--- src/rtl/mc_pkg.sv ---
// Shared types and encodings for the multicycle MIPS control FSM.
// ctrl_t carries every control field produced per state, before ready/reset gating.
package mc_pkg;

    typedef enum logic [3:0] {
        S_FETCH   = 4'd0,
        S_DECODE  = 4'd1,
        S_MEM_ADR = 4'd2,
        S_MEM_RD  = 4'd3,
        S_MEM_WB  = 4'd4,
        S_MEM_WR  = 4'd5,
        S_R_EX    = 4'd6,
        S_ALU_WB  = 4'd7,
        S_BRANCH  = 4'd8,
        S_ADDI_EX = 4'd9,
        S_ORI_EX  = 4'd10,
        S_IMM_WB  = 4'd11,
        S_JUMP    = 4'd12
    } state_t;

    localparam logic [5:0] OP_RTYPE = 6'b000000;
    localparam logic [5:0] OP_LW    = 6'b100011;
    localparam logic [5:0] OP_SW    = 6'b101011;
    localparam logic [5:0] OP_BEQ   = 6'b000100;
    localparam logic [5:0] OP_ADDI  = 6'b001000;
    localparam logic [5:0] OP_ORI   = 6'b001101;
    localparam logic [5:0] OP_J     = 6'b000010;

    localparam logic [1:0] ALU_ADD   = 2'b00;
    localparam logic [1:0] ALU_SUB   = 2'b01;
    localparam logic [1:0] ALU_FUNCT = 2'b10;
    localparam logic [1:0] ALU_OR    = 2'b11;

    localparam logic [1:0] SRCB_REG     = 2'b00;
    localparam logic [1:0] SRCB_FOUR    = 2'b01;
    localparam logic [1:0] SRCB_IMM     = 2'b10;
    localparam logic [1:0] SRCB_IMM_SL2 = 2'b11;

    localparam logic [1:0] PC_ALU    = 2'b00;
    localparam logic [1:0] PC_ALUOUT = 2'b01;
    localparam logic [1:0] PC_JUMP   = 2'b10;

    // branch: pc_en follows zero_i; op_chk: state where the opcode is validated
    typedef struct packed {
        logic       mem_req;
        logic       iord;
        logic       mem_write;
        logic       ir_write;
        logic       pc_en;
        logic       branch;
        logic [1:0] pc_src;
        logic       alu_src_a;
        logic [1:0] alu_src_b;
        logic [1:0] alu_op;
        logic       imm_ext_type;
        logic       reg_dst;
        logic       mem_to_reg;
        logic       reg_write;
        logic       op_chk;
    } ctrl_t;

    function automatic logic op_legal(input logic [5:0] op);
        case (op)
            OP_RTYPE, OP_LW, OP_SW, OP_BEQ, OP_ADDI, OP_ORI, OP_J: op_legal = 1'b1;
            default:                                               op_legal = 1'b0;
        endcase
    endfunction

endpackage

--- src/rtl/mc_if.sv ---
// Control bundle between the multicycle control FSM (master) and the datapath/memory (slave).
// Carries the IR opcode, ALU zero flag and memory ready into the FSM, and all enables/selects out.
interface mc_if;
    logic [5:0] op_i6;
    logic       zero_i;
    logic       mem_ready_i;
    logic       mem_req_o;
    logic       iord_o;
    logic       mem_write_o;
    logic       ir_write_o;
    logic       pc_en_o;
    logic [1:0] pc_src_o2;
    logic       alu_src_a_o;
    logic [1:0] alu_src_b_o2;
    logic [1:0] alu_op_o2;
    logic       imm_ext_type_o;
    logic       reg_dst_o;
    logic       mem_to_reg_o;
    logic       reg_write_o;
    logic       illegal_o;

    modport master (
        input  op_i6, zero_i, mem_ready_i,
        output mem_req_o, iord_o, mem_write_o, ir_write_o, pc_en_o, pc_src_o2,
               alu_src_a_o, alu_src_b_o2, alu_op_o2, imm_ext_type_o, reg_dst_o,
               mem_to_reg_o, reg_write_o, illegal_o
    );

    modport slave (
        output op_i6, zero_i, mem_ready_i,
        input  mem_req_o, iord_o, mem_write_o, ir_write_o, pc_en_o, pc_src_o2,
               alu_src_a_o, alu_src_b_o2, alu_op_o2, imm_ext_type_o, reg_dst_o,
               mem_to_reg_o, reg_write_o, illegal_o
    );
endinterface

--- src/rtl/mc_state_dec.sv ---
// Moore output decode: maps the FSM state to its raw control word.
// Purely combinational, zero latency; no handshake of its own.
module mc_state_dec
    import mc_pkg::*;
(
    input  state_t state_i,
    output ctrl_t  ctrl_o
);

    always_comb begin
        ctrl_o = '0;
        case (state_i)
            S_FETCH: begin
                ctrl_o.mem_req   = 1'b1;
                ctrl_o.ir_write  = 1'b1;
                ctrl_o.pc_en     = 1'b1;
                ctrl_o.alu_src_b = SRCB_FOUR;
                ctrl_o.alu_op    = ALU_ADD;
                ctrl_o.pc_src    = PC_ALU;
            end
            S_DECODE: begin
                ctrl_o.alu_src_b = SRCB_IMM_SL2;
                ctrl_o.op_chk    = 1'b1;
            end
            S_MEM_ADR: begin
                ctrl_o.alu_src_a = 1'b1;
                ctrl_o.alu_src_b = SRCB_IMM;
            end
            S_MEM_RD: begin
                ctrl_o.mem_req = 1'b1;
                ctrl_o.iord    = 1'b1;
            end
            S_MEM_WB: begin
                ctrl_o.reg_write  = 1'b1;
                ctrl_o.mem_to_reg = 1'b1;
            end
            S_MEM_WR: begin
                ctrl_o.mem_req   = 1'b1;
                ctrl_o.iord      = 1'b1;
                ctrl_o.mem_write = 1'b1;
            end
            S_R_EX: begin
                ctrl_o.alu_src_a = 1'b1;
                ctrl_o.alu_src_b = SRCB_REG;
                ctrl_o.alu_op    = ALU_FUNCT;
            end
            S_ALU_WB: begin
                ctrl_o.reg_write = 1'b1;
                ctrl_o.reg_dst   = 1'b1;
            end
            S_BRANCH: begin
                ctrl_o.alu_src_a = 1'b1;
                ctrl_o.alu_op    = ALU_SUB;
                ctrl_o.pc_src    = PC_ALUOUT;
                ctrl_o.branch    = 1'b1;
            end
            S_ADDI_EX: begin
                ctrl_o.alu_src_a = 1'b1;
                ctrl_o.alu_src_b = SRCB_IMM;
                ctrl_o.alu_op    = ALU_ADD;
            end
            S_ORI_EX: begin
                ctrl_o.alu_src_a    = 1'b1;
                ctrl_o.alu_src_b    = SRCB_IMM;
                ctrl_o.alu_op       = ALU_OR;
                ctrl_o.imm_ext_type = 1'b1;
            end
            S_IMM_WB: begin
                ctrl_o.reg_write = 1'b1;
            end
            S_JUMP: begin
                ctrl_o.pc_src = PC_JUMP;
                ctrl_o.pc_en  = 1'b1;
            end
            default: ctrl_o = '0;
        endcase
    end

endmodule

--- src/rtl/mc_controller.sv ---
// Multicycle MIPS control FSM: lw 5 cycles; sw/R/addi/ori 4; beq/j 3 (zero-wait memory).
// Stalls in FETCH, MEM_RD and MEM_WR while mem_ready_i is low, holding every output stable.
module mc_controller
    import mc_pkg::*;
(
    input  logic clk_i,
    input  logic reset_i,
    mc_if.master bus
);

    state_t state_q, state_d;
    state_t dec_state;
    ctrl_t  ctrl;
    logic   ready_ok;
    logic   run;

    // Reset presents FETCH selects so the datapath sees a clean fetch setup
    assign dec_state = reset_i ? S_FETCH : state_q;

    mc_state_dec u_state_dec (
        .state_i (dec_state),
        .ctrl_o  (ctrl)
    );

    always_ff @(posedge clk_i) begin
        if (reset_i) begin
            state_q <= S_FETCH;
        end else begin
            state_q <= state_d;
        end
    end

    always_comb begin
        state_d = state_q;
        case (state_q)
            S_FETCH:   if (bus.mem_ready_i) state_d = S_DECODE;
            S_DECODE: begin
                case (bus.op_i6)
                    OP_LW, OP_SW: state_d = S_MEM_ADR;
                    OP_RTYPE:     state_d = S_R_EX;
                    OP_BEQ:       state_d = S_BRANCH;
                    OP_ADDI:      state_d = S_ADDI_EX;
                    OP_ORI:       state_d = S_ORI_EX;
                    OP_J:         state_d = S_JUMP;
                    default:      state_d = S_FETCH;
                endcase
            end
            S_MEM_ADR: state_d = (bus.op_i6 == OP_LW) ? S_MEM_RD : S_MEM_WR;
            S_MEM_RD:  if (bus.mem_ready_i) state_d = S_MEM_WB;
            S_MEM_WR:  if (bus.mem_ready_i) state_d = S_FETCH;
            S_R_EX:    state_d = S_ALU_WB;
            S_ADDI_EX: state_d = S_IMM_WB;
            S_ORI_EX:  state_d = S_IMM_WB;
            default:   state_d = S_FETCH;
        endcase
    end

    // Ready only matters for states that are actually requesting memory
    assign ready_ok = ~ctrl.mem_req | bus.mem_ready_i;
    assign run      = ~reset_i;

    assign bus.mem_req_o      = run & ctrl.mem_req;
    assign bus.iord_o         = ctrl.iord;
    assign bus.mem_write_o    = run & ctrl.mem_write;
    assign bus.ir_write_o     = run & ctrl.ir_write & ready_ok;
    assign bus.pc_en_o        = run & ((ctrl.pc_en & ready_ok) | (ctrl.branch & bus.zero_i));
    assign bus.pc_src_o2      = ctrl.pc_src;
    assign bus.alu_src_a_o    = ctrl.alu_src_a;
    assign bus.alu_src_b_o2   = ctrl.alu_src_b;
    assign bus.alu_op_o2      = ctrl.alu_op;
    assign bus.imm_ext_type_o = ctrl.imm_ext_type;
    assign bus.reg_dst_o      = ctrl.reg_dst;
    assign bus.mem_to_reg_o   = ctrl.mem_to_reg;
    assign bus.reg_write_o    = run & ctrl.reg_write;
    assign bus.illegal_o      = run & ctrl.op_chk & ~op_legal(bus.op_i6);

endmodule

--- src/flat_wrapper.sv ---
// flat-port wrapper written by rule: the top's interface ports become plain ports
module mc_controller_flat import mc_pkg::*;
  (clk_i, reset_i, bus_op_i6, bus_zero_i, bus_mem_ready_i, bus_mem_req_o, bus_iord_o, bus_mem_write_o, bus_ir_write_o, bus_pc_en_o, bus_pc_src_o2, bus_alu_src_a_o, bus_alu_src_b_o2, bus_alu_op_o2, bus_imm_ext_type_o, bus_reg_dst_o, bus_mem_to_reg_o, bus_reg_write_o, bus_illegal_o);
  mc_if bus_i ();
  input  logic clk_i;
  input  logic reset_i;
  input wire logic [$bits(bus_i.op_i6)-1:0] bus_op_i6;
  input wire logic [$bits(bus_i.zero_i)-1:0] bus_zero_i;
  input wire logic [$bits(bus_i.mem_ready_i)-1:0] bus_mem_ready_i;
  output wire logic [$bits(bus_i.mem_req_o)-1:0] bus_mem_req_o;
  output wire logic [$bits(bus_i.iord_o)-1:0] bus_iord_o;
  output wire logic [$bits(bus_i.mem_write_o)-1:0] bus_mem_write_o;
  output wire logic [$bits(bus_i.ir_write_o)-1:0] bus_ir_write_o;
  output wire logic [$bits(bus_i.pc_en_o)-1:0] bus_pc_en_o;
  output wire logic [$bits(bus_i.pc_src_o2)-1:0] bus_pc_src_o2;
  output wire logic [$bits(bus_i.alu_src_a_o)-1:0] bus_alu_src_a_o;
  output wire logic [$bits(bus_i.alu_src_b_o2)-1:0] bus_alu_src_b_o2;
  output wire logic [$bits(bus_i.alu_op_o2)-1:0] bus_alu_op_o2;
  output wire logic [$bits(bus_i.imm_ext_type_o)-1:0] bus_imm_ext_type_o;
  output wire logic [$bits(bus_i.reg_dst_o)-1:0] bus_reg_dst_o;
  output wire logic [$bits(bus_i.mem_to_reg_o)-1:0] bus_mem_to_reg_o;
  output wire logic [$bits(bus_i.reg_write_o)-1:0] bus_reg_write_o;
  output wire logic [$bits(bus_i.illegal_o)-1:0] bus_illegal_o;
  assign bus_i.op_i6 = bus_op_i6;
  assign bus_i.zero_i = bus_zero_i;
  assign bus_i.mem_ready_i = bus_mem_ready_i;
  assign bus_mem_req_o = bus_i.mem_req_o;
  assign bus_iord_o = bus_i.iord_o;
  assign bus_mem_write_o = bus_i.mem_write_o;
  assign bus_ir_write_o = bus_i.ir_write_o;
  assign bus_pc_en_o = bus_i.pc_en_o;
  assign bus_pc_src_o2 = bus_i.pc_src_o2;
  assign bus_alu_src_a_o = bus_i.alu_src_a_o;
  assign bus_alu_src_b_o2 = bus_i.alu_src_b_o2;
  assign bus_alu_op_o2 = bus_i.alu_op_o2;
  assign bus_imm_ext_type_o = bus_i.imm_ext_type_o;
  assign bus_reg_dst_o = bus_i.reg_dst_o;
  assign bus_mem_to_reg_o = bus_i.mem_to_reg_o;
  assign bus_reg_write_o = bus_i.reg_write_o;
  assign bus_illegal_o = bus_i.illegal_o;
  mc_controller u_core (.clk_i(clk_i), .reset_i(reset_i), .bus(bus_i));
endmodule
--- config.mk ---
export PLATFORM = sky130hd
export DESIGN_NAME = mc_controller_flat
export DESIGN_NICKNAME = d
export VERILOG_FILES = /design/src/rtl/mc_pkg.sv /design/src/rtl/mc_if.sv /design/src/rtl/mc_state_dec.sv /design/src/rtl/mc_controller.sv /design/src/flat_wrapper.sv
export SDC_FILE = /design/constraint.sdc
export NUM_CORES = 1
export LEC_CHECK = 0
export ABC_AREA = 0
export BUFFER_PORTS_ARGS = -buffer_cell sky130_fd_sc_hd__buf_4
export CELL_PAD_IN_SITES_DETAIL_PLACEMENT = 0
export CELL_PAD_IN_SITES_GLOBAL_PLACEMENT = 2
export CORE_MARGIN = 1
export CORE_UTILIZATION = 25
export DETAILED_ROUTE_END_ITERATION = 8
export PLACE_DENSITY_LB_ADDON = 0.25
export SETUP_SLACK_MARGIN = 0.2
export SLEW_MARGIN = 20
export SYNTH_ARGS = -nofsm -noshare
export SYNTH_HDL_FRONTEND = slang
export SYNTH_SLANG_ARGS = --single-unit
--- constraint.sdc ---
create_clock -name clk_i -period 3.2 [get_ports clk_i]
set_clock_uncertainty 0.05 [all_clocks]
set_input_delay 0.48 -clock clk_i [delete_from_list [all_inputs] [get_ports clk_i]]
set_output_delay 0.48 -clock clk_i [all_outputs]
set_load 0.01 [all_outputs]
==> results of run 1 <==
layout by cell type, fill, tap and decap left out, drive strengths merged, types with 2 or more instances in the layout:
cell / Yosys / layout
a2111oi: 2 / 2
a211oi: 3 / 3
a21o: 2 / 2
a21oi: 7 / 7
a31oi: 2 / 2
and2: 2 / 2
and3: 3 / 3
buf: 5 / 26
clkbuf: 5 / 3
dfxtp: 4 / 4
inv: 5 / 5
nand2: 4 / 4
nand3: 7 / 7
nor2: 10 / 10
nor2b: 2 / 2
nor3: 6 / 6
nor4b: 2 / 2
o21ai: 5 / 5
o31a: 2 / 2
xor2: 3 / 3
metrics by stage:
step / power (mW) / setup WS (ns) / utilization, %
global route: 0.1980 / 0.6939 / 36.10
finish: 0.1808 / 0.9017 / 36.10
CTS: 0.1855 / 0.8892 / 36.10
detailed placement: 0.1196 / 1.136 / 35.13
global placement: 0.1198 / 1.139 / 35.13
floorplan: 0.09287 / 1.342 / -
worst paths after layout:
| check | from | end | depth (start not counted) |
|---|---|---|---|
| worst min-delay path | bus_mem_ready_i | u_core.state_q[0] | 2 |
| worst min register to register | u_core.state_q[0] | u_core.state_q[0] | 2 |
| worst max-delay path | u_core.state_q[0] | bus_reg_write_o | 5 |
| worst max register to register | u_core.state_q[0] | u_core.state_q[1] | 4 |
report_power, final:
part | total (mW) | switching, mW | internal, mW
clock | 0.0623 | 0.0204 | 0.0419
combinational | 0.0603 | 0.0326 | 0.0277
sequential | 0.0582 | 0.00660 | 0.0516
critical path, stage by stage (launching register included):
cell and delay, ns:
sky130_fd_sc_hd__dfxtp_1 0.66, sky130_fd_sc_hd__nor2b_1 0.44, sky130_fd_sc_hd__nor2_1 0.11, sky130_fd_sc_hd__nand3_1 0.10, sky130_fd_sc_hd__a21oi_1 0.08, sky130_fd_sc_hd__buf_4 0.14
per-layer routing:
layer	routed length, µm	part of all wire (%)
met1	922	47
met2	932	48
met3	89	4.6
met4	0	0
met5	0	0
cells by family (layout without fill, tap and decap cells):
family / count (synthesis) / in the layout / share of synthesized area [%]
AND/OR/NAND/NOR: 42 / 42 / 36.13
AO/OA/AOI/OAI: 29 / 29 / 34.18
buffers and inverters: 15 / 34 / 11.72
XOR/XNOR: 4 / 4 / 5.470
flip-flops: 4 / 4 / 12.50
cell type report:
cell class | instances | share of cell area (%)
multi-input cells | 75 | 58.00
repair buffers | 26 | 23.32
inverters | 5 | 2.242
flip-flops and latches | 4 | 9.567
clock buffers | 3 | 2.691
well taps | 28 | 4.185
==> flow_summary.html, run 1 <==
<table>
<tr><th>Metric</th><th>Value</th></tr>
<tr><th colspan="2">Status</th></tr>
<tr><td>Result of the run</td><td>completed</td></tr>
<tr><th colspan="2">Timing</th></tr>
<tr><td>Aggregate negative setup slack</td><td>0 ns</td></tr>
<tr><td>Transition time at the pin with the least slew margin</td><td>between 0.6 and 0.7 ns</td></tr>
<tr><td>Fin crit period</td><td>2.298 ns</td></tr>
<tr><td>Endpoints failing hold</td><td>0</td></tr>
<tr><td>Fin crit share</td><td>71.82%</td></tr>
<tr><td>Setup repair after global routing missed its margin</td><td>no</td></tr>
<tr><td>Fin Hold WS</td><td>0.4581 ns</td></tr>
<tr><td>Fmax</td><td>about 440 MHz</td></tr>
<tr><td>Slew headroom</td><td>57.33%</td></tr>
<tr><td>Pins Over Slew Limit</td><td>0</td></tr>
<tr><td>Setup violators final</td><td>0</td></tr>
<tr><th colspan="2">Routing</th></tr>
<tr><td>Via count</td><td>767</td></tr>
<tr><td>Via/cell ratio</td><td>5.440</td></tr>
<tr><td>Detailed-route DRC error count</td><td>0</td></tr>
<tr><td>Post-route ant nets</td><td>0</td></tr>
<tr><td>Iteration count of the initial detailed-routing pass</td><td>4</td></tr>
<tr><td>Routed len/inst</td><td>around 14 µm</td></tr>
<tr><td>Number of violations reported at the end of detailed-routing iteration 0</td><td>14</td></tr>
<tr><td>Total wirelength of the detailed-routed design</td><td>1.943 mm</td></tr>
<tr><th colspan="2">Pwr</th></tr>
<tr><td>IR Drop Worst-Case VDD</td><td>0.1096 mV</td></tr>
<tr><td>Static leakage</td><td>0.3840 nW</td></tr>
<tr><td>PD cells</td><td>about 220 mW/mm²</td></tr>
<tr><th colspan="2">Hold path</th></tr>
<tr><td>Path category of the worst min-delay check</td><td>in2reg</td></tr>
<tr><th colspan="2">Global routing</th></tr>
<tr><td>Antenna violations before repair</td><td>0</td></tr>
<tr><td>Final global-route overflow total</td><td>0</td></tr>
<tr><td>Largest net degree at the start of global routing</td><td>19</td></tr>
<tr><td>GRT met1 Usage</td><td>approximately 18%</td></tr>
<tr><td>Tot GR Track Use</td><td>15.61%</td></tr>
<tr><td>Vias in the first global route</td><td>721</td></tr>
<tr><td>Wire length of the first global-routing pass</td><td>3.236 mm</td></tr>
<tr><td>Global routing met2 resource utilization</td><td>28.06%</td></tr>
<tr><td>Highest-utilization routing layer at the global route stage</td><td>met2</td></tr>
<tr><td>Global routing usage on met3</td><td>3.768%</td></tr>
<tr><th colspan="2">Finish</th></tr>
<tr><td>Multi-input gate area in the final layout</td><td>between 400 and 500 µm²</td></tr>
<tr><td>Antenna diode count</td><td>0</td></tr>
<tr><td>Area growth from synthesis to final layout</td><td>30.66%</td></tr>
<tr><td>Regs by FF count</td><td>u_core.state_q x4</td></tr>
<tr><td>Layout net count</td><td>125</td></tr>
<tr><td>Area used by sequential logic in the layout</td><td>80.08 µm²</td></tr>
<tr><td>Non-filler cells in the finished layout</td><td>~140</td></tr>
<tr><td>Reg with most FFs</td><td>u_core.state_q</td></tr>
<tr><td>Filler Cells Inserted</td><td>253</td></tr>
<tr><td>Proportion of layout cells with a drive suffix above 1</td><td>29.20%</td></tr>
<tr><td>Final standard cell area without fillers</td><td>837.1 µm²</td></tr>
<tr><td>Number of flip-flops in the largest register</td><td>4</td></tr>
<tr><th colspan="2">Synth</th></tr>
<tr><td>Seq/Total Area, Yosys</td><td>12.50%</td></tr>
<tr><td>Leading cell types by count after synthesis</td><td>sky130_fd_sc_hd__nor2_1, sky130_fd_sc_hd__a21oi_1, sky130_fd_sc_hd__nand3_1</td></tr>
<tr><td>Count of flip-flops with a built-in enable after synthesis</td><td>0</td></tr>
<tr><td>Number of distinct library cells after synthesis</td><td>36</td></tr>
<tr><td>Main synth FF type</td><td>sky130_fd_sc_hd__dfxtp_1</td></tr>
<tr><td>Number of warning messages in the yosys log</td><td>0</td></tr>
<tr><td>Area share of the largest cell type after synthesis</td><td>12.50%</td></tr>
<tr><td>Share of flip-flops with an asynchronous set or reset after synthesis</td><td>0%</td></tr>
<tr><td>Number of synthesized register bits</td><td>4</td></tr>
<tr><td>Cell with the most instances after synthesis</td><td>sky130_fd_sc_hd__nor2_1</td></tr>
<tr><td>Synth Net Count</td><td>between 100 and 150</td></tr>
<tr><td>Cell area after synthesis</td><td>about 640 µm²</td></tr>
<tr><td>Leading post-synthesis cells by cell area</td><td>sky130_fd_sc_hd__dfxtp_1, sky130_fd_sc_hd__nor2_1, sky130_fd_sc_hd__a21oi_1, sky130_fd_sc_hd__nand3_1, sky130_fd_sc_hd__nor3_1</td></tr>
<tr><td>Post-synthesis cell count</td><td>94</td></tr>
<tr><td>Largest area contributor in the synthesized netlist</td><td>sky130_fd_sc_hd__dfxtp_1</td></tr>
<tr><td>Average instance area after synthesis</td><td>around 6.8 µm²</td></tr>
<tr><th colspan="2">Die</th></tr>
<tr><td>Full die area</td><td>0.002769 mm²</td></tr>
<tr><td>Area of the core</td><td>around 0.0023 mm²</td></tr>
<tr><td>Number of rows in the core area</td><td>17</td></tr>
<tr><td>Io pins</td><td>27</td></tr>
<tr><td>Initial Utilization</td><td>27.63%</td></tr>
<tr><td>Die Wd</td><td>about 53 µm</td></tr>
<tr><td>Floorplan die height</td><td>52.62 µm</td></tr>
<tr><th colspan="2">CTS</th></tr>
<tr><td>Post-CTS Setup Inserts</td><td>0</td></tr>
<tr><td>H-Tree Level Count</td><td>1</td></tr>
<tr><td>Number of buffers inserted during clock tree synthesis</td><td>3</td></tr>
<tr><td>Number of buffers between clock root and the deepest sink</td><td>2</td></tr>
<tr><td>Number of hold buffers added after cts</td><td>0</td></tr>
<tr><td>CTS sink count</td><td>4</td></tr>
<tr><td>CTS tree</td><td>yes</td></tr>
<tr><td>Root buffer cell</td><td>sky130_fd_sc_hd__clkbuf_4</td></tr>
<tr><td>Clock transition time at the flip-flop clock pins of the worst setup and hold paths</td><td>0.04 ns</td></tr>
<tr><td>Worst-skew pair later-pin latency</td><td>0.23 ns</td></tr>
<tr><td>CTS-repair resized insts</td><td>0</td></tr>
<tr><th colspan="2">Critical path</th></tr>
<tr><td>Arr. time, crit path</td><td>around 1.8 ns</td></tr>
<tr><td>Setup slack on the worst flop-to-flop path</td><td>1.31 ns</td></tr>
<tr><td>Required time reported for the critical path endpoint</td><td>2.67 ns</td></tr>
<tr><td>Crit path launch type</td><td>flip-flop</td></tr>
<tr><td>Critical path class</td><td>reg2out</td></tr>
<tr><td>Worst-path fanout max</td><td>17</td></tr>
<tr><td>Critical path capture point type</td><td>output port</td></tr>
<tr><th colspan="2">Placement</th></tr>
<tr><td>Number of input and output port buffers inserted</td><td>26</td></tr>
<tr><td>Total half-perimeter wirelength after legalization and detailed placement</td><td>1.400 mm</td></tr>
<tr><td>Cells after DPL</td><td>138</td></tr>
<tr><td>Routability-driven placement congestion ratio</td><td>approximately 0.76</td></tr>
<tr><td>Post-DP Area</td><td>814.5 µm²</td></tr>
<tr><th colspan="2">Run</th></tr>
<tr><td>Number of maximum-capacitance violations</td><td>0</td></tr>
</table>
No activity file was read; power rests on OpenSTA's default activity.
==> run 2, diff against run 1 <==
CORE_UTILIZATION = 23   (was 25)
clock period = 2.28 ns   (was 3.2 ns; I/O delays follow)
==> flow_summary.html, run 2 (same netlist as run 1, synthesis figures left out) <==
<table>
<tr><th>Metric</th><th>Value</th></tr>
<tr><th colspan="2">CTS</th></tr>
<tr><td>Post-CTS Setup Inserts</td><td>0 (unchanged)</td></tr>
<tr><td>Number of buffers inserted during clock tree synthesis</td><td>3 (unchanged)</td></tr>
<tr><td>Root buffer cell</td><td>sky130_fd_sc_hd__clkbuf_4</td></tr>
<tr><td>Number of buffers between clock root and the deepest sink</td><td>2 (unchanged)</td></tr>
<tr><td>Worst-skew pair later-pin latency</td><td>0.23 ns (about the same)</td></tr>
<tr><td>CTS tree</td><td>yes</td></tr>
<tr><td>Clock transition time at the flip-flop clock pins of the worst setup and hold paths</td><td>0.04 ns (about the same)</td></tr>
<tr><td>CTS sink count</td><td>4 (unchanged)</td></tr>
<tr><td>H-Tree Level Count</td><td>1 (unchanged)</td></tr>
<tr><th colspan="2">Placement</th></tr>
<tr><td>Total half-perimeter wirelength after legalization and detailed placement</td><td>1.460 mm (+4.2%)</td></tr>
<tr><td>Routability-driven placement congestion ratio</td><td>0.7127 (-6.4%)</td></tr>
<tr><td>Number of input and output port buffers inserted</td><td>26 (unchanged)</td></tr>
<tr><th colspan="2">Hold path</th></tr>
<tr><td>Path category of the worst min-delay check</td><td>in2reg</td></tr>
<tr><th colspan="2">Global routing</th></tr>
<tr><td>Tot GR Track Use</td><td>13.62% (-2.0 points)</td></tr>
<tr><td>Vias in the first global route</td><td>615 (-15%)</td></tr>
<tr><td>Wire length of the first global-routing pass</td><td>2.918 mm (-9.8%)</td></tr>
<tr><td>Antenna violations before repair</td><td>0 (unchanged)</td></tr>
<tr><td>Largest net degree at the start of global routing</td><td>19 (unchanged)</td></tr>
<tr><td>Final global-route overflow total</td><td>0 (unchanged)</td></tr>
<tr><th colspan="2">Finish</th></tr>
<tr><td>Antenna diode count</td><td>0 (unchanged)</td></tr>
<tr><td>Final design utilization</td><td>33.43% (-2.7 points)</td></tr>
<tr><td>Commonest cells after routing, fill and taps aside</td><td>sky130_fd_sc_hd__buf_4, sky130_fd_sc_hd__nor2_1, sky130_fd_sc_hd__a21oi_1, sky130_fd_sc_hd__nand3_1, sky130_fd_sc_hd__nor3_1</td></tr>
<tr><td>Area growth from synthesis to final layout</td><td>32.81%</td></tr>
<tr><td>Most common library cell in the layout ignoring fill and taps</td><td>sky130_fd_sc_hd__buf_4</td></tr>
<tr><td>Reg with most FFs</td><td>u_core.state_q</td></tr>
<tr><td>Layout net count</td><td>126 (+0.80%)</td></tr>
<tr><td>Proportion of layout cells with a drive suffix above 1</td><td>32.46% (+3.3 points)</td></tr>
<tr><td>Regs by FF count</td><td>u_core.state_q x4</td></tr>
<tr><td>Number of flip-flops in the largest register</td><td>4 (unchanged)</td></tr>
<tr><th colspan="2">Critical path</th></tr>
<tr><td>Arr. time, crit path</td><td>1.54 ns (-0.23 ns)</td></tr>
<tr><td>Crit path launch type</td><td>flip-flop</td></tr>
<tr><td>Critical path class</td><td>reg2out</td></tr>
<tr><td>Critical path capture point type</td><td>output port</td></tr>
<tr><td>Required time reported for the critical path endpoint</td><td>1.89 ns (-0.78 ns)</td></tr>
<tr><td>Worst-path fanout max</td><td>17 (unchanged)</td></tr>
<tr><th colspan="2">Timing</th></tr>
<tr><td>Aggregate negative setup slack</td><td>0 ns (unchanged)</td></tr>
<tr><td>Fin crit period</td><td>1.937 ns</td></tr>
<tr><td>Setup repair after global routing missed its margin</td><td>no</td></tr>
<tr><td>Pins Over Slew Limit</td><td>0 (unchanged)</td></tr>
<tr><td>Slew headroom</td><td>71.26% (+14 points)</td></tr>
<tr><td>Fin crit share</td><td>between 80 and 90%</td></tr>
<tr><td>Endpoints failing hold</td><td>0 (unchanged)</td></tr>
<tr><td>Fmax</td><td>516.3 MHz</td></tr>
<tr><td>Transition time at the pin with the least slew margin</td><td>0.4252 ns (-0.2141 ns)</td></tr>
<tr><td>Setup violators final</td><td>0 (unchanged)</td></tr>
<tr><th colspan="2">Die</th></tr>
<tr><td>Number of rows in the core area</td><td>18 (+1)</td></tr>
<tr><td>Floorplan die height</td><td>54.78 µm (+4.1%)</td></tr>
<tr><td>Area of the core</td><td>0.002545 mm² (+9.8%)</td></tr>
<tr><td>Initial Utilization</td><td>25.17% (-2.5 points)</td></tr>
<tr><td>Die Wd</td><td>54.78 µm (+4.1%)</td></tr>
<tr><td>Io pins</td><td>27 (unchanged)</td></tr>
<tr><td>Full die area</td><td>0.003000 mm² (+8.4%)</td></tr>
<tr><th colspan="2">Routing</th></tr>
<tr><td>Detailed-route DRC error count</td><td>0 (unchanged)</td></tr>
<tr><td>Post-route ant nets</td><td>0 (unchanged)</td></tr>
<tr><td>Iteration count of the initial detailed-routing pass</td><td>4 (unchanged)</td></tr>
<tr><td>Total wirelength of the detailed-routed design</td><td>1.962 mm (+0.98%)</td></tr>
<tr><td>Routed len/inst</td><td>13.63 µm (-1.1%)</td></tr>
<tr><td>Via count</td><td>773 (+0.78%)</td></tr>
<tr><td>Via/cell ratio</td><td>5.368 (-1.3%)</td></tr>
<tr><td>Number of violations reported at the end of detailed-routing iteration 0</td><td>8 (-6)</td></tr>
<tr><th colspan="2">Pwr</th></tr>
<tr><td>PD cells</td><td>298.3 mW/mm² (+38%)</td></tr>
<tr><td>Static leakage</td><td>0.3908 nW (+1.8%)</td></tr>
<tr><td>IR Drop Worst-Case VDD</td><td>0.2136 mV (+95%)</td></tr>
<tr><td>Power consumption</td><td>253.8 µW (+40%)</td></tr>
<tr><th colspan="2">Run</th></tr>
<tr><td>Number of maximum-capacitance violations</td><td>0 (unchanged)</td></tr>
<tr><th colspan="2">Status</th></tr>
<tr><td>Result of the run</td><td>completed</td></tr>
</table>
[run 2: layout make-up]
class | count | area, µm²
Inverter | 5 | 18.77
Fill cell | 300 | 1694
Sequential cell | 4 | 83.83
Timing Repair Buffer | 27 | 202.7
Clock buffer | 3 | 22.52
Tap cell | 30 | 37.54
Multi-Input combinational cell | 75 | 485.5
[run 2: worst max-delay path, stage by stage, from the launching register on]
cell	delay [ns]
sky130_fd_sc_hd__dfxtp_2	0.49
sky130_fd_sc_hd__nor2b_1	0.41
sky130_fd_sc_hd__a21oi_1	0.12
sky130_fd_sc_hd__nor3_1	0.14
sky130_fd_sc_hd__buf_4	0.15
[run 2: report_power, final]
part / leakage, nW / switching [mW] / total, mW / internal, mW
registers: 0.0338 / 0.00819 / 0.0811 / 0.0729
logic: 0.343 / 0.0467 / 0.0859 / 0.0392
clock network: 0.0138 / 0.0280 / 0.0868 / 0.0588
total: 0.391 / 0.0829 / 0.254 / 0.171
[run 2: final timing paths]
kind | from | end | slack [ns] | depth (start not counted)
setup / recovery | u_core.state_q[0] | bus_mem_req_o | 0.34 | 4
hold reg to reg | u_core.state_q[0] | u_core.state_q[0] | 0.60 | 2
setup reg to reg | u_core.state_q[1] | u_core.state_q[2] | 0.61 | 4
hold / removal | bus_mem_ready_i | u_core.state_q[0] | 0.32 | 2
[run 2: routing by layer]
metal	track usage [%]	share of wire (%)	vias up
met5	0	0	-
met3	4.167	5.4	0
li1	-	-	394
met2	21.08	45	22
met1	19.35	49	357
met4	0	0	0
[run 2: metrics by stage]
| step | cells | hold slack (ns) | area (µm²) | setup WS (ns) |
|---|---|---|---|---|
| 2_1_floorplan | 94 | 0.4010 | 640.6 | 0.5597 |
| 3_3_place_gp | 141 | 0.5761 | 824.5 | 0.4102 |
| 3_5_place_dp | 141 | 0.5686 | 824.5 | 0.3904 |
| 4_1_cts | 144 | 0.3112 | 848.3 | 0.2171 |
| 5_1_grt | 144 | 0.3195 | 850.8 | 0.2149 |
| 6_report | 144 | 0.3209 | 850.8 | 0.3431 |
[run 2: repair_timing]
item | in CTS | in global routing
hold buffers | 0 | 0
resized for setup | 1 | 2
cloned | 0 | 0
setup endpoints to repair | 3 | 6
==> run 3, diff against run 2 <==
CORE_UTILIZATION = 21   (was 23)
clock period = 1.7 ns   (was 2.28 ns; I/O delays follow)
==> flow_summary.html, run 3 (same netlist as run 1, synthesis figures left out) <==
<table>
<tr><th>Metric</th><th>Value</th></tr>
<tr><th colspan="2">Die</th></tr>
<tr><td>Full die area</td><td>0.003275 mm² (+9.2%)</td></tr>
<tr><td>Io pins</td><td>27 (unchanged)</td></tr>
<tr><td>Die Wd</td><td>57.23 µm (+4.5%)</td></tr>
<tr><td>Area of the core</td><td>0.002829 mm² (+11%)</td></tr>
<tr><td>Number of rows in the core area</td><td>19 (+1)</td></tr>
<tr><td>Floorplan die height</td><td>57.23 µm (+4.5%)</td></tr>
<tr><td>Initial Utilization</td><td>22.64% (-2.5 points)</td></tr>
<tr><th colspan="2">Critical path</th></tr>
<tr><td>Biggest cell delay along the critical path</td><td>0.37 ns (-0.12 ns)</td></tr>
<tr><td>Cell type of the slowest stage on the worst timing path</td><td>sky130_fd_sc_hd__dfxtp_4</td></tr>
<tr><td>Arr. time, crit path</td><td>1.34 ns (-0.20 ns)</td></tr>
<tr><td>CP delay by family, top</td><td>flip-flops</td></tr>
<tr><td>RR Startpoint</td><td>u_core.state_q[1]</td></tr>
<tr><td>Setup slack on the worst flop-to-flop path</td><td>0.20 ns (-0.41 ns)</td></tr>
<tr><td>Worst-path fanout max</td><td>7 (-10)</td></tr>
<tr><td>Required time reported for the critical path endpoint</td><td>1.39 ns (-0.50 ns)</td></tr>
<tr><td>Critical path capture point type</td><td>output port</td></tr>
<tr><td>Crit path launch type</td><td>flip-flop</td></tr>
<tr><td>Critical path class</td><td>reg2out</td></tr>
<tr><td>Destination of the worst register-to-register timing path</td><td>u_core.state_q[1]</td></tr>
<tr><td>R2R cell count</td><td>4 (unchanged)</td></tr>
<tr><td>Crit path cell chain</td><td>nor3_2 &gt; nand3_1 &gt; a21oi_1 &gt; o31a_1 &gt; buf_4</td></tr>
<tr><td>Worst path bufs/invs</td><td>1 (unchanged)</td></tr>
<tr><th colspan="2">Placement</th></tr>
<tr><td>Routability-driven placement congestion ratio</td><td>0.7916 (+11%)</td></tr>
<tr><td>Total half-perimeter wirelength after legalization and detailed placement</td><td>1.630 mm (+12%)</td></tr>
<tr><td>Cells after DPL</td><td>152 (+7.8%)</td></tr>
<tr><td>Number of input and output port buffers inserted</td><td>26 (unchanged)</td></tr>
<tr><th colspan="2">Pwr</th></tr>
<tr><td>Static leakage</td><td>0.5409 nW (+38%)</td></tr>
<tr><td>IR Drop Worst-Case VDD</td><td>0.2546 mV (+19%)</td></tr>
<tr><td>PD cells</td><td>334.5 mW/mm² (+12%)</td></tr>
<tr><td>Power consumption</td><td>387.6 µW (+53%)</td></tr>
<tr><th colspan="2">Hold path</th></tr>
<tr><td>Hold endpoint</td><td>u_core.state_q[0]</td></tr>
<tr><td>Path category of the worst min-delay check</td><td>in2reg</td></tr>
<tr><td>Count of cells along the worst hold path</td><td>2 (unchanged)</td></tr>
<tr><td>Min-Delay Startpoint</td><td>bus_mem_ready_i</td></tr>
<tr><th colspan="2">Timing</th></tr>
<tr><td>Fin crit period</td><td>~1.6 ns</td></tr>
<tr><td>Pins Over Slew Limit</td><td>0 (unchanged)</td></tr>
<tr><td>Fin crit share</td><td>96.83%</td></tr>
<tr><td>Slew headroom</td><td>67.69% (-3.6 points)</td></tr>
<tr><td>Setup violators final</td><td>0 (unchanged)</td></tr>
<tr><td>Fmax</td><td>607.5 MHz</td></tr>
<tr><td>Transition time at the pin with the least slew margin</td><td>0.4803 ns (+0.05512 ns)</td></tr>
<tr><td>Setup repair after global routing missed its margin</td><td>yes</td></tr>
<tr><td>Fin Hold WS</td><td>0.2374 ns (-0.08345 ns)</td></tr>
<tr><td>Endpoints failing hold</td><td>0 (unchanged)</td></tr>
<tr><th colspan="2">Routing</th></tr>
<tr><td>Routed len/inst</td><td>13.82 µm (+1.4%)</td></tr>
<tr><td>Total wirelength of the detailed-routed design</td><td>2.322 mm (+18%)</td></tr>
<tr><td>Detailed-route DRC error count</td><td>4 (+4)</td></tr>
<tr><td>Number of violations reported at the end of detailed-routing iteration 0</td><td>19 (+11)</td></tr>
<tr><td>Post-route ant nets</td><td>0 (unchanged)</td></tr>
<tr><td>Via count</td><td>847 (+9.6%)</td></tr>
<tr><td>Iteration count of the initial detailed-routing pass</td><td>6 (+2)</td></tr>
<tr><td>Via/cell ratio</td><td>5.042 (-6.1%)</td></tr>
<tr><th colspan="2">Finish</th></tr>
<tr><td>Area growth from synthesis to final layout</td><td>80.86%</td></tr>
<tr><td>Non-filler cells in the finished layout</td><td>168 (+17%)</td></tr>
<tr><td>Commonest cells after routing, fill and taps aside</td><td>sky130_fd_sc_hd__buf_4, sky130_fd_sc_hd__buf_6, sky130_fd_sc_hd__nor2_1, sky130_fd_sc_hd__a21oi_1, sky130_fd_sc_hd__nand3_1</td></tr>
<tr><td>Regs by FF count</td><td>u_core.state_q x4</td></tr>
<tr><td>Layout net count</td><td>149 (+18%)</td></tr>
<tr><td>Proportion of layout cells with a drive suffix above 1</td><td>54.01% (+22 points)</td></tr>
<tr><td>Reg with most FFs</td><td>u_core.state_q</td></tr>
<tr><td>Number of flip-flops in the largest register</td><td>4 (unchanged)</td></tr>
<tr><td>Most common library cell in the layout ignoring fill and taps</td><td>sky130_fd_sc_hd__buf_4</td></tr>
<tr><td>Final design utilization</td><td>40.96% (+7.5 points)</td></tr>
<tr><td>Antenna diode count</td><td>0 (unchanged)</td></tr>
<tr><th colspan="2">CTS</th></tr>
<tr><td>Worst-skew pair later-pin latency</td><td>0.24 ns (about the same)</td></tr>
<tr><td>Root buffer cell</td><td>sky130_fd_sc_hd__clkbuf_4</td></tr>
<tr><td>CTS tree</td><td>yes</td></tr>
<tr><td>Number of buffers between clock root and the deepest sink</td><td>2 (unchanged)</td></tr>
<tr><td>H-Tree Level Count</td><td>1 (unchanged)</td></tr>
<tr><td>Number of buffers inserted during clock tree synthesis</td><td>3 (unchanged)</td></tr>
<tr><td>CTS sink count</td><td>4 (unchanged)</td></tr>
<tr><td>Clock transition time at the flip-flop clock pins of the worst setup and hold paths</td><td>0.04 ns (about the same)</td></tr>
<tr><td>Number of hold buffers added after cts</td><td>0 (unchanged)</td></tr>
<tr><th colspan="2">Global routing</th></tr>
<tr><td>Antenna violations before repair</td><td>0 (unchanged)</td></tr>
<tr><td>Final global-route overflow total</td><td>0 (unchanged)</td></tr>
<tr><td>Tot GR Track Use</td><td>14.17% (+0.55 points)</td></tr>
<tr><td>Largest net degree at the start of global routing</td><td>12 (-7)</td></tr>
<tr><td>Vias in the first global route</td><td>844 (+37%)</td></tr>
<tr><td>Wire length of the first global-routing pass</td><td>3.684 mm (+26%)</td></tr>
<tr><th colspan="2">Status</th></tr>
<tr><td>Violations in the final reports</td><td>design-rule violations</td></tr>
<tr><td>Result of the run</td><td>finished, violations left</td></tr>
<tr><th colspan="2">Run</th></tr>
<tr><td>Number of maximum-capacitance violations</td><td>0 (unchanged)</td></tr>
</table>
run 3: metal layers:
layer	GRT usage [%]	vias up	routed length, µm
met2	25.38	18	1179
li1	-	439	-
met5	0	-	0
met4	1.045	0	0
met1	18.37	390	1056
met3	2.721	0	86
run 3: worst max-delay path by stage:
stage / end / start / slack (ns) / depth (start not counted)
floorplan: u_core.state_q[2] / bus_op_i6[2] / 0.21 / 5
global placement: bus_illegal_o / bus_op_i6[0] / 0.08 / 6
CTS: bus_mem_req_o / u_core.state_q[0] / 0.05 / 6
global route: bus_mem_req_o / u_core.state_q[1] / -0.006 / 6
finish: bus_illegal_o / u_core.state_q[1] / 0.05 / 5
detailed placement: u_core.state_q[2] / bus_op_i6[0] / 0.06 / 5
run 3: repair_timing:
action / 4_1_cts / 5_1_grt
setup buffers: 12 / 1
pin swaps: 4 / 6
gates resized for setup: 22 / 13
endpoints found under the setup margin: 19 / 19
run 3: final cells by class:
type | count | area [µm²]
Sequential cell | 4 | 95.09
Multi-Input combinational cell | 75 | 563.0
Clock buffer | 3 | 22.52
Timing Repair Buffer | 50 | 420.4
Fill cell | 305 | 1670
Tap cell | 31 | 38.79
Inverter | 5 | 18.77
run 3: power by group:
group | total [mW] | switching (mW) | internal [mW]
Sequential | 0.0996 | 0.00669 | 0.0929
Clock | 0.119 | 0.0402 | 0.0791
Combinational | 0.169 | 0.0835 | 0.0852
run 3: per-stage QoR:
step | cell area [µm²] | setup TNS (ns) | worst slack (ns)
5_1_grt | 1159 | -0.01209 | -0.006228
3_3_place_gp | 912.1 | 0 | 0.08076
6_report | 1159 | 0 | 0.05391
2_1_floorplan | 655.6 | 0 | 0.2124
3_5_place_dp | 912.1 | 0 | 0.06470
4_1_cts | 1092 | 0 | 0.04642
